## src/rtl/img_pkg.sv

```systemverilog
// rtl/img_pkg.sv - shared pixel, operation-code and image-dimension definitions
package img_pkg;

    typedef logic [23:0] pixel_t;

    typedef enum logic [1:0] {
        OP_INVERT     = 2'b00,
        OP_THRESHOLD  = 2'b01,
        OP_BRIGHTNESS = 2'b10,
        OP_GRAYSCALE  = 2'b11
    } op_t;

    localparam int DEFAULT_IMG_WIDTH  = 512;
    localparam int DEFAULT_IMG_HEIGHT = 512;

    // Coordinate counters need at least one bit even for a 1-pixel dimension
    function automatic int coord_width(input int n);
        return (n > 1) ? $clog2(n) : 1;
    endfunction

endpackage

```

## src/rtl/pixel_frame_framer_if.sv

```systemverilog
// rtl/pixel_frame_framer_if.sv - upstream pixel stream and tagged output stream of the framer
interface pixel_frame_framer_if import img_pkg::*; #(
    parameter int IMG_WIDTH  = DEFAULT_IMG_WIDTH,
    parameter int IMG_HEIGHT = DEFAULT_IMG_HEIGHT
) ();
    localparam int XW = coord_width(IMG_WIDTH);
    localparam int YW = coord_width(IMG_HEIGHT);

    logic          s_valid;
    logic          s_ready;
    pixel_t        s_pixel;
    logic          s_sof;
    logic          m_valid;
    logic          m_ready;
    pixel_t        m_pixel;
    logic          m_sof;
    logic          m_eol;
    logic          m_eof;
    logic [XW-1:0] m_x;
    logic [YW-1:0] m_y;
    op_t           m_operation_select;

    // master: the pixel source / processing stage; slave: the framer itself
    modport master (
        output s_valid, s_pixel, s_sof, m_ready,
        input  s_ready, m_valid, m_pixel, m_sof, m_eol, m_eof, m_x, m_y, m_operation_select
    );

    modport slave (
        input  s_valid, s_pixel, s_sof, m_ready,
        output s_ready, m_valid, m_pixel, m_sof, m_eol, m_eof, m_x, m_y, m_operation_select
    );

endinterface

```

## src/rtl/pixel_tag_fifo.sv

```systemverilog
// rtl/pixel_tag_fifo.sv - power-of-two FIFO carrying a pixel plus its frame tags
module pixel_tag_fifo #(
    parameter int DEPTH = 4,
    parameter int WIDTH = 32
) (
    input  logic             clk,
    input  logic             rst,
    input  logic             s_tvalid,
    output logic             s_tready,
    input  logic [WIDTH-1:0] s_tdata,
    output logic             m_tvalid,
    input  logic             m_tready,
    output logic [WIDTH-1:0] m_tdata
);
    localparam int AW = (DEPTH > 1) ? $clog2(DEPTH) : 1;
    localparam int CW = $clog2(DEPTH + 1);

    logic [WIDTH-1:0] mem [DEPTH];
    logic [AW-1:0]    wr_ptr;
    logic [AW-1:0]    rd_ptr;
    logic [CW-1:0]    count;
    logic             full;
    logic             push;
    logic             pop;

    assign full     = (count == CW'(DEPTH));
    assign s_tready = !full;
    assign m_tvalid = (count != '0);
    assign m_tdata  = mem[rd_ptr];
    assign pop      = m_tvalid && m_tready;
    // A full FIFO still takes a write when the head leaves in the same cycle
    assign push     = s_tvalid && (!full || pop);

    always_ff @(posedge clk or negedge rst) begin
        if (!rst) begin
            for (int i = 0; i < DEPTH; i++) mem[i] <= '0;
            wr_ptr <= '0;
            rd_ptr <= '0;
            count  <= '0;
        end else begin
            if (push) begin
                mem[wr_ptr] <= s_tdata;
                wr_ptr      <= wr_ptr + AW'(1);
            end
            if (pop) rd_ptr <= rd_ptr + AW'(1);
            case ({push, pop})
                2'b10:   count <= count + CW'(1);
                2'b01:   count <= count - CW'(1);
                default: count <= count;
            endcase
        end
    end

endmodule

```

## src/rtl/pixel_frame_framer.sv

```systemverilog
// rtl/pixel_frame_framer.sv - tags pixels with frame position and op code; FRAME_CHECK_EN adds s_sof checking/resync
module pixel_frame_framer import img_pkg::*; #(
    parameter int IMG_WIDTH  = DEFAULT_IMG_WIDTH,
    parameter int IMG_HEIGHT = DEFAULT_IMG_HEIGHT,
    parameter int FIFO_DEPTH = 4
) (
    input  logic                 clk,
    input  logic                 rst,
    input  logic [1:0]           cfg_operation_select,
    pixel_frame_framer_if.slave  bus,
    output logic [15:0]          frame_count,
    output logic                 frame_err
);
    localparam int XW = coord_width(IMG_WIDTH);
    localparam int YW = coord_width(IMG_HEIGHT);
    localparam int PW = $bits(pixel_t) + 3 + XW + YW + 2;

    typedef enum logic {IDLE, ACTIVE} state_t;

    state_t        state;
    logic [XW-1:0] x;
    logic [YW-1:0] y;
    op_t           op_q;

    logic          fifo_ready;
    logic          accept;
    logic          restart;
    logic [XW-1:0] tag_x;
    logic [YW-1:0] tag_y;
    op_t           tag_op;
    logic          tag_eol;
    logic          tag_eof;
    logic [PW-1:0] push_data;
    logic [PW-1:0] pop_data;

    // Upstream sees no space while reset is held, whatever the FIFO reports
    assign bus.s_ready = fifo_ready && rst;
    assign accept      = bus.s_valid && bus.s_ready;

`ifdef FRAME_CHECK_EN
    assign restart = (state == IDLE) || bus.s_sof;
`else
    logic unused_sof;
    assign unused_sof = bus.s_sof;
    assign restart    = (state == IDLE);
    assign frame_err  = 1'b0;
`endif

    assign tag_x     = restart ? '0 : x;
    assign tag_y     = restart ? '0 : y;
    assign tag_op    = restart ? op_t'(cfg_operation_select) : op_q;
    assign tag_eol   = (tag_x == XW'(IMG_WIDTH - 1));
    assign tag_eof   = tag_eol && (tag_y == YW'(IMG_HEIGHT - 1));
    assign push_data = {tag_op, tag_y, tag_x, tag_eof, tag_eol, restart, bus.s_pixel};

    always_ff @(posedge clk or negedge rst) begin
        if (!rst) begin
            state       <= IDLE;
            x           <= '0;
            y           <= '0;
            op_q        <= OP_INVERT;
            frame_count <= '0;
`ifdef FRAME_CHECK_EN
            frame_err   <= 1'b0;
`endif
        end else begin
            if (accept) begin
                op_q <= tag_op;
                if (tag_eof) begin
                    state       <= IDLE;
                    x           <= '0;
                    y           <= '0;
                    frame_count <= frame_count + 16'd1;
                end else if (tag_eol) begin
                    state <= ACTIVE;
                    x     <= '0;
                    y     <= tag_y + YW'(1);
                end else begin
                    state <= ACTIVE;
                    x     <= tag_x + XW'(1);
                    y     <= tag_y;
                end
            end
`ifdef FRAME_CHECK_EN
            // s_sof must be high exactly on the pixel that opens a frame
            frame_err <= accept && (bus.s_sof != (state == IDLE));
`endif
        end
    end

    pixel_tag_fifo #(
        .DEPTH (FIFO_DEPTH),
        .WIDTH (PW)
    ) u_fifo (
        .clk      (clk),
        .rst      (rst),
        .s_tvalid (accept),
        .s_tready (fifo_ready),
        .s_tdata  (push_data),
        .m_tvalid (bus.m_valid),
        .m_tready (bus.m_ready),
        .m_tdata  (pop_data)
    );

    assign bus.m_pixel            = pop_data[23:0];
    assign bus.m_sof              = pop_data[24];
    assign bus.m_eol              = pop_data[25];
    assign bus.m_eof              = pop_data[26];
    assign bus.m_x                = pop_data[27 +: XW];
    assign bus.m_y                = pop_data[27 + XW +: YW];
    assign bus.m_operation_select = op_t'(pop_data[PW-1 -: 2]);

endmodule

```

## src/flat_wrapper.sv

```systemverilog
// flat-port wrapper written by rule: the top's interface ports become plain ports
module pixel_frame_framer_flat import img_pkg::*;
#(
    parameter int IMG_WIDTH  = DEFAULT_IMG_WIDTH,
    parameter int IMG_HEIGHT = DEFAULT_IMG_HEIGHT,
    parameter int FIFO_DEPTH = 4
)
  (clk, rst, cfg_operation_select, frame_count, frame_err, bus_s_valid, bus_s_pixel, bus_s_sof, bus_m_ready, bus_s_ready, bus_m_valid, bus_m_pixel, bus_m_sof, bus_m_eol, bus_m_eof, bus_m_x, bus_m_y, bus_m_operation_select);
  pixel_frame_framer_if #(.IMG_WIDTH(IMG_WIDTH), .IMG_HEIGHT(IMG_HEIGHT)) bus_i ();
  input  logic clk;
  input  logic rst;
  input  logic [1:0] cfg_operation_select;
  output logic [15:0] frame_count;
  output logic frame_err;
  input wire logic [$bits(bus_i.s_valid)-1:0] bus_s_valid;
  input wire logic [$bits(bus_i.s_pixel)-1:0] bus_s_pixel;
  input wire logic [$bits(bus_i.s_sof)-1:0] bus_s_sof;
  input wire logic [$bits(bus_i.m_ready)-1:0] bus_m_ready;
  output wire logic [$bits(bus_i.s_ready)-1:0] bus_s_ready;
  output wire logic [$bits(bus_i.m_valid)-1:0] bus_m_valid;
  output wire logic [$bits(bus_i.m_pixel)-1:0] bus_m_pixel;
  output wire logic [$bits(bus_i.m_sof)-1:0] bus_m_sof;
  output wire logic [$bits(bus_i.m_eol)-1:0] bus_m_eol;
  output wire logic [$bits(bus_i.m_eof)-1:0] bus_m_eof;
  output wire logic [$bits(bus_i.m_x)-1:0] bus_m_x;
  output wire logic [$bits(bus_i.m_y)-1:0] bus_m_y;
  output wire logic [$bits(bus_i.m_operation_select)-1:0] bus_m_operation_select;
  assign bus_i.s_valid = bus_s_valid;
  assign bus_i.s_pixel = bus_s_pixel;
  assign bus_i.s_sof = bus_s_sof;
  assign bus_i.m_ready = bus_m_ready;
  assign bus_s_ready = bus_i.s_ready;
  assign bus_m_valid = bus_i.m_valid;
  assign bus_m_pixel = bus_i.m_pixel;
  assign bus_m_sof = bus_i.m_sof;
  assign bus_m_eol = bus_i.m_eol;
  assign bus_m_eof = bus_i.m_eof;
  assign bus_m_x = bus_i.m_x;
  assign bus_m_y = bus_i.m_y;
  assign bus_m_operation_select = bus_i.m_operation_select;
  pixel_frame_framer #(.IMG_WIDTH(IMG_WIDTH), .IMG_HEIGHT(IMG_HEIGHT), .FIFO_DEPTH(FIFO_DEPTH)) u_core (.clk(clk), .rst(rst), .cfg_operation_select(cfg_operation_select), .bus(bus_i), .frame_count(frame_count), .frame_err(frame_err));
endmodule
```

## config.mk

```make
export PLATFORM = sky130hd
export DESIGN_NAME = pixel_frame_framer_flat
export DESIGN_NICKNAME = d
export VERILOG_FILES = /design/src/rtl/img_pkg.sv /design/src/rtl/pixel_frame_framer_if.sv /design/src/rtl/pixel_tag_fifo.sv /design/src/rtl/pixel_frame_framer.sv /design/src/flat_wrapper.sv
export SDC_FILE = /design/constraint.sdc
export NUM_CORES = 1
export LEC_CHECK = 0
export BUFFER_PORTS_ARGS = -buffer_cell sky130_fd_sc_hd__buf_2
export CAP_MARGIN = 10
export CELL_PAD_IN_SITES_DETAIL_PLACEMENT = 1
export CELL_PAD_IN_SITES_GLOBAL_PLACEMENT = 2
export CORE_MARGIN = 2
export CORE_UTILIZATION = 46
export CTS_CLUSTER_SIZE = 10
export DETAILED_ROUTE_END_ITERATION = 7
export GPL_ROUTABILITY_DRIVEN = 0
export PLACE_DENSITY = 0.81
export SYNTH_ARGS = -nofsm -noshare
export SYNTH_HDL_FRONTEND = slang
export SYNTH_HIERARCHICAL = 1
export SYNTH_SLANG_ARGS = --single-unit
```

## constraint.sdc

```tcl
create_clock -name clk -period 4.4 [get_ports clk]
set_input_delay 0.22 -clock clk [delete_from_list [all_inputs] [get_ports clk]]
set_output_delay 0.22 -clock clk [all_outputs]
set_load 0.02 [all_outputs]
```

# Yosys cells after proc, flatten, opt, wreduce, memory -nomap -nowiden
# Index checks and enable logic that the tools add are counted.
# word_totals
regBits,232
inputBits,31
out_inout_bits,66
word_cells,56
# op_classes
add_sub_neg,7
order_cmp,3
eq_ne,5
mux,15
bitwise_logic,3
n_reduce_logical,11
# ops
op,count
bitwise mux 188 bit,1
2-to-1 mux 47 bit,3
binary-select mux 47 bit (select 2 bit),1
demux 47 bit (select 2 bit),1
2-to-1 mux 9 bit,6
adder 9 x 1 -> 9 bit (second input constant),2
equality test 9 bit (second input constant),2
adder 16 x 1 -> 16 bit (second input constant),1
>= comparator 3 bit (second input constant),2
logical AND 1 bit,6
inverter 2 -> 3 bit,2
one-hot mux 3 bit (2 select lines),1
adder 2 x 1 -> 2 bit (second input constant),2
adder 3 x 1 -> 3 bit (second input constant),1
equality test 3 bit (second input constant),1
less-than comparator 3 x 1 -> 1 bit (second input constant),1
nonzero test 3 bit,1
subtractor 3 x 1 -> 3 bit (second input constant),1
equality test 2 x 1 -> 1 bit (second input constant),1
equality test 2 bit (second input constant),1
2-to-1 mux 2 bit,1
AND reduction 2 bit,1
nonzero test 2 bit,1
logical NOT 1 bit,1
3 further kinds,3

# Longest topological paths before layout
# logic_depth
word_depth,7
depth_mapped,13
ltp_nobuf,11

# Hierarchy
# The synthesis kept the hierarchy.
# by_module_without_submodules
module,instances,cells_each,area_each_um2,seq_area_each_um2
pixel_tag_fifo,1,495,8569.5,4879.7
pixel_frame_framer,1,217,2082.0,925.9

# Worst setup path after synthesis
# No wires, ideal clock.
# synth_timing
kind,reg-to-reg
start,register u_core.u_fifo.count[0]
end,register u_core.u_fifo.count[2]
setup_ps,79
t_arrival_ps,2286
required_time_ps,4321
path_slack_ps,2035
stages_incl_launch_ff,14
path_buffers,2
synth_period_minus_slack_ps,2365
cell_sequence,dfrtp_1 -> inv_1 -> nand3_1 -> nand3_2 -> inv_2 -> buf_2 -> buf_2 -> nand2b_1 -> ha_1 -> inv_1 -> fa_1 -> xor2_1 -> nor2_1 -> xor2_1
# synth_between
elab_chain_len,7
elab_cells_between_ends,14
classes_between,add/sub: 2; eq/ne: 3; mux: 1; reduce/logical: 8
# synth_rtl
item,line,rtl
from (decl),pixel_tag_fifo.sv:21,logic [CW-1:0] count;
from (signal assigned),pixel_tag_fifo.sv:47,2'b10: count <= count + CW'(1);
from (signal assigned),pixel_tag_fifo.sv:48,2'b01: count <= count - CW'(1);
from (signal assigned),pixel_tag_fifo.sv:49,default: count <= count;
equality test 3 bit (*),pixel_tag_fifo.sv:26,assign full = (count == CW'(DEPTH));
logical NOT 1 bit (*),pixel_tag_fifo.sv:27,assign s_tready = !full;
net u_core.fifo_ready,pixel_frame_framer.sv:25,logic fifo_ready;
logical AND 1 bit (*),pixel_frame_framer.sv:37,assign bus.s_ready = fifo_ready && rst;
logical AND 1 bit (*),pixel_frame_framer.sv:38,assign accept = bus.s_valid && bus.s_ready;
net u_core.accept,pixel_frame_framer.sv:26,logic accept;
logical AND 1 bit (*),pixel_tag_fifo.sv:32,assign push = s_tvalid && (!full || pop);
equality test 2 x 1 -> 1 bit / equality test 2 bit (equally long branches),pixel_tag_fifo.sv:46,"case ({push, pop})"
one-hot mux 3 bit (2 select lines) / nonzero test 2 bit (equally long branches),-,
# The timed path passes the listed nets; every way through them passes the cells marked *.
# A chain may end at the register's enable or synchronous reset.

# Final worst setup path
# layout_timing
start,register u_core.x[0]
end,register u_core.frame_count[1]
# layout_between
elab_chain_len,4
# layout_rtl
item,line,rtl
from (decl),pixel_frame_framer.sv:21,logic [XW-1:0] x;
from (signal assigned),pixel_frame_framer.sv:80,x <= tag_x + XW'(1);
2-to-1 mux 9 bit,pixel_frame_framer.sv:49,assign tag_x = restart ? '0 : x;
equality test 9 bit,pixel_frame_framer.sv:52,assign tag_eol = (tag_x == XW'(IMG_WIDTH - 1));
logical AND 1 bit,pixel_frame_framer.sv:53,assign tag_eof = tag_eol && (tag_y == YW'(IMG_HEIGHT - 1));
AND reduction 2 bit (no line),-,
to (signal assigned),pixel_frame_framer.sv:73,frame_count <= frame_count + 16'd1;
to (decl),pixel_frame_framer.sv:11,"output logic [15:0] frame_count,"
# No other way between the ends.

==> flow_summary.toml <==
[critical_path]
rr_endpoint = "u_core/frame_count[1]"
required_ns = 4.80
cp-end-kind = "register"
reg2reg_depth = 7
worstPathCellList = "and4_1 -> and4_4 -> and3_1 -> ha_1 -> nand2_1 -> nor2_1 -> mux2_2"
path_class = "reg2reg"
startpoint = "u_core/x[0]"
crit_cells = 7
start_kind = "register"
timing.rr.start = "u_core/x[0]"
cp_slowest_cell = "ha_1"
reg2reg_slack_ns = 1.40
crit_family = "simple AND/OR/NAND/NOR gates"
max_stage_delay_ns = 0.54
cp_max_fo = 14
crit_buf_inv = 0
worstPathArrival_ns = 3.39

[floorplan]
initial_core_util_pct = 46.90
num_io_pins = 97
die_h_um = 156.2
placementRows = 55
die_x_um = 156.2
core_area_um2 = 22710
dieArea_um2 = 24390

[route]
met3RoutedLength_um = 996
drt_wl_total_um = 24360
wl_met1_um = 10050
wl_per_cell_um = 21.79
ant_nets = 0
met2_length_um = 12810
via_count = 6337
drt_first_iter_violations = 210
drc_errors = 0
routed.top_layer = "met5"
firstDrtPassIters = 4
drt-vias-per-instance = 5.668

[global_routing]
grt_pass1_wl_um = 40390
antenna_found_initial = 2
grt_start_max_net_pins = 82
overflow = 0
grt_pass1_vias = 7414
grtUsageTotal_pct = 21.09

[sta]
slew_violations = 0
post-route-min-period_ns = 2.998
hold_violations = 0
setup_viol = 0
fmax_mhz = 333.6
setup_tns_ns = 0
fin_crit_sh_pct = 68.13
rsz0062_at_grt = "no"
worstMarginPinSlew_ns = 1.129
relSlewSlack_pct = 24.72
finalClockSkew_ns = 0.01728

[yosys]
synth-main-ff-cell = "dfrtp_1"
synth_edf_count = 0
yosysSeqAreaShare_pct = 54.50
synth_seq_cells = 232
synth_warnings = 6
synthCells = 712
avgSynthCellArea_um2 = 14.96
synth_area_um2 = 10650
synthesis.nets = 753
async_flop_share_pct = 100.0
ys_types = 47

[cts]
cts_resized = 0
clk_latency_ns = 0.53
cts_max_level = 1
clk_path_buf_depth = 3
clk_pin_slew_ns = 0.06
cts_tree = "done"
numCtsBuffers = 27
cts-root-buf = "clkbuf_16"
cts_sinks = 232

[min_path]
worstHoldStart = "cfg_operation_select[1]"
min_path_type = "in2reg"
whs_endpoint = "u_core/op_q[1]"
whs_path_depth = 4

[status]
status = "finished clean"

[flow_run]
maxCapViolations = 0

[layout]
final_nets = 867
nFillCells = 2186
drive_gt1_share_pct = 46.88
multi_input_area_um2 = 4504
fin_cells = 1118
regArea_um2 = 5811
post-route-util_pct = 54.14
areaGrowthSynthToFinish_pct = 15.43

[power]
ir_worst_vdd_mv = 0.4488
cellLeakagePower_nw = 5.670
pwr_density_cell_nw_per_um2 = 615.0

[place]
place_inst = 1057
numPortBuffers = 94
dp_hpwl_um = 15160
[placed cells by master (no fill, tap or decap), drive strengths merged, types with 13 or more instances in the layout]
cell type      n
mux4          47
mux2         192
inv           13
and2          19
nand2         30
clkbuf        34
dfrtp        232
buf          104
o21ai         19
nor2          16
xor2          15
dlygate4sd3   25
[stage by stage]
stage                     area, um^2  hold WS [ns]  total power [W]  worst slack, ns
after floorplan                10650      -0.07559         0.004933            2.035
after global placement         11320       0.08355         0.005515            1.479
after detailed placement       11320       0.09270         0.005693            1.373
after CTS                      12290       0.09384         0.007658            1.358
after global routing           12300        0.1255         0.008003            1.169
final                          12300        0.1195         0.007562            1.402
[final cells by class]
cell class | instances | share of cell area, %
antenna | 1 | 0.02035
clock buffer | 34 | 5.790
clock inverter | 1 | 0.07123
inverter | 12 | 0.3663
multi-input combinational | 424 | 36.63
sequential | 232 | 47.26
tap | 285 | 2.900
timing repair buffer | 129 | 6.960
[state kept, by name (all words and copies together), names as in the netlist, 2 cells and up]
signal                cells
u_core/frame_count       16
u_core/op_q               2
u_core/u_fifo/count       3
u_core/u_fifo/mem       188
u_core/u_fifo/rd_ptr      2
u_core/u_fifo/wr_ptr      2
u_core/x                  9
u_core/y                  9
[logic make-up (layout without fill, tap and decap cells)]
kind of cell | count (synthesis) | count (layout) | synth area share, %
muxes | 240 | 240 | 30.33
adders and majority gates | 10 | 10 | 1.245
buffers and inverters | 56 | 176 | 3.489
xor gates and xnor gates | 22 | 22 | 1.809
AOI/OAI and AO/OA | 45 | 45 | 2.690
other | 1 | 2 | 0.03521
DFF | 232 | 232 | 54.50
and+or+nand+nor | 106 | 106 | 5.897
[tightest hold or removal path, delay by kind of cell]
family,cells,cell delay (ns)
muxes,1,0.19
buffers and inverters,1,0.07
and+or+nand+nor,2,0.13
[layer usage]
| layer | track usage (%) | vias to the layer above |
|---|---|---|
| met5 | 0 | - |
| met4 | 4.631 | 2 |
| met3 | 3.917 | 36 |
| met2 | 38.26 | 119 |
| met1 | 26.33 | 3376 |
| li1 | - | 2804 |
[synth_stat cells (3+ instances only)]
| master | n | area share, % |
|---|---|---|
| xnor2_1 | 7 | 0.58 |
| dfrtp_1 | 232 | 55 |
| nand2_1 | 30 | 1.1 |
| and2_1 | 19 | 1.1 |
| inv_1 | 11 | 0.39 |
| nor2_1 | 16 | 0.56 |
| mux2_2 | 192 | 20 |
| nand4_1 | 5 | 0.29 |
| a31oi_1 | 4 | 0.23 |
| buf_4 | 3 | 0.21 |
| buf_6 | 18 | 1.9 |
| mux4_2 | 47 | 9.9 |
| ha_1 | 9 | 1.1 |
| o21ai_0 | 14 | 0.66 |
| nor3_1 | 4 | 0.19 |
| clkbuf_1 | 11 | 0.39 |
| buf_2 | 12 | 0.56 |
| o31ai_1 | 5 | 0.35 |
| o21ai_1 | 5 | 0.23 |
| and3_1 | 3 | 0.18 |
| and4_1 | 4 | 0.33 |
| nand3_1 | 10 | 0.47 |
| a21oi_1 | 5 | 0.23 |
| xor2_1 | 15 | 1.2 |
[worst max path at each step]
stage,endpoint,slack [ns]
detailed placement,u_core/u_fifo/mem[135],1.37
global route,u_core/u_fifo/mem[0],1.17
global placement,u_core/u_fifo/mem[37],1.48
finish,u_core/frame_count[1],1.40
floorplan,u_core/u_fifo/count[2],2.04
CTS,u_core/u_fifo/mem[135],1.36
[repair_timing]
item                                    4_1_cts  5_1_grt
buffers inserted                              0        0
endpoints found under the setup margin        0        0
hold buffers                                 25        0
hold endpoints to repair                    122        0
[power by group]
part / internal [W] / switching (W)
Combinational: 0.00128 / 0.00107
Clock: 0.00111 / 0.000797
Sequential: 0.00273 / 0.000576
Total: 0.00512 / 0.00244
(Power assumes the default switching activity.)
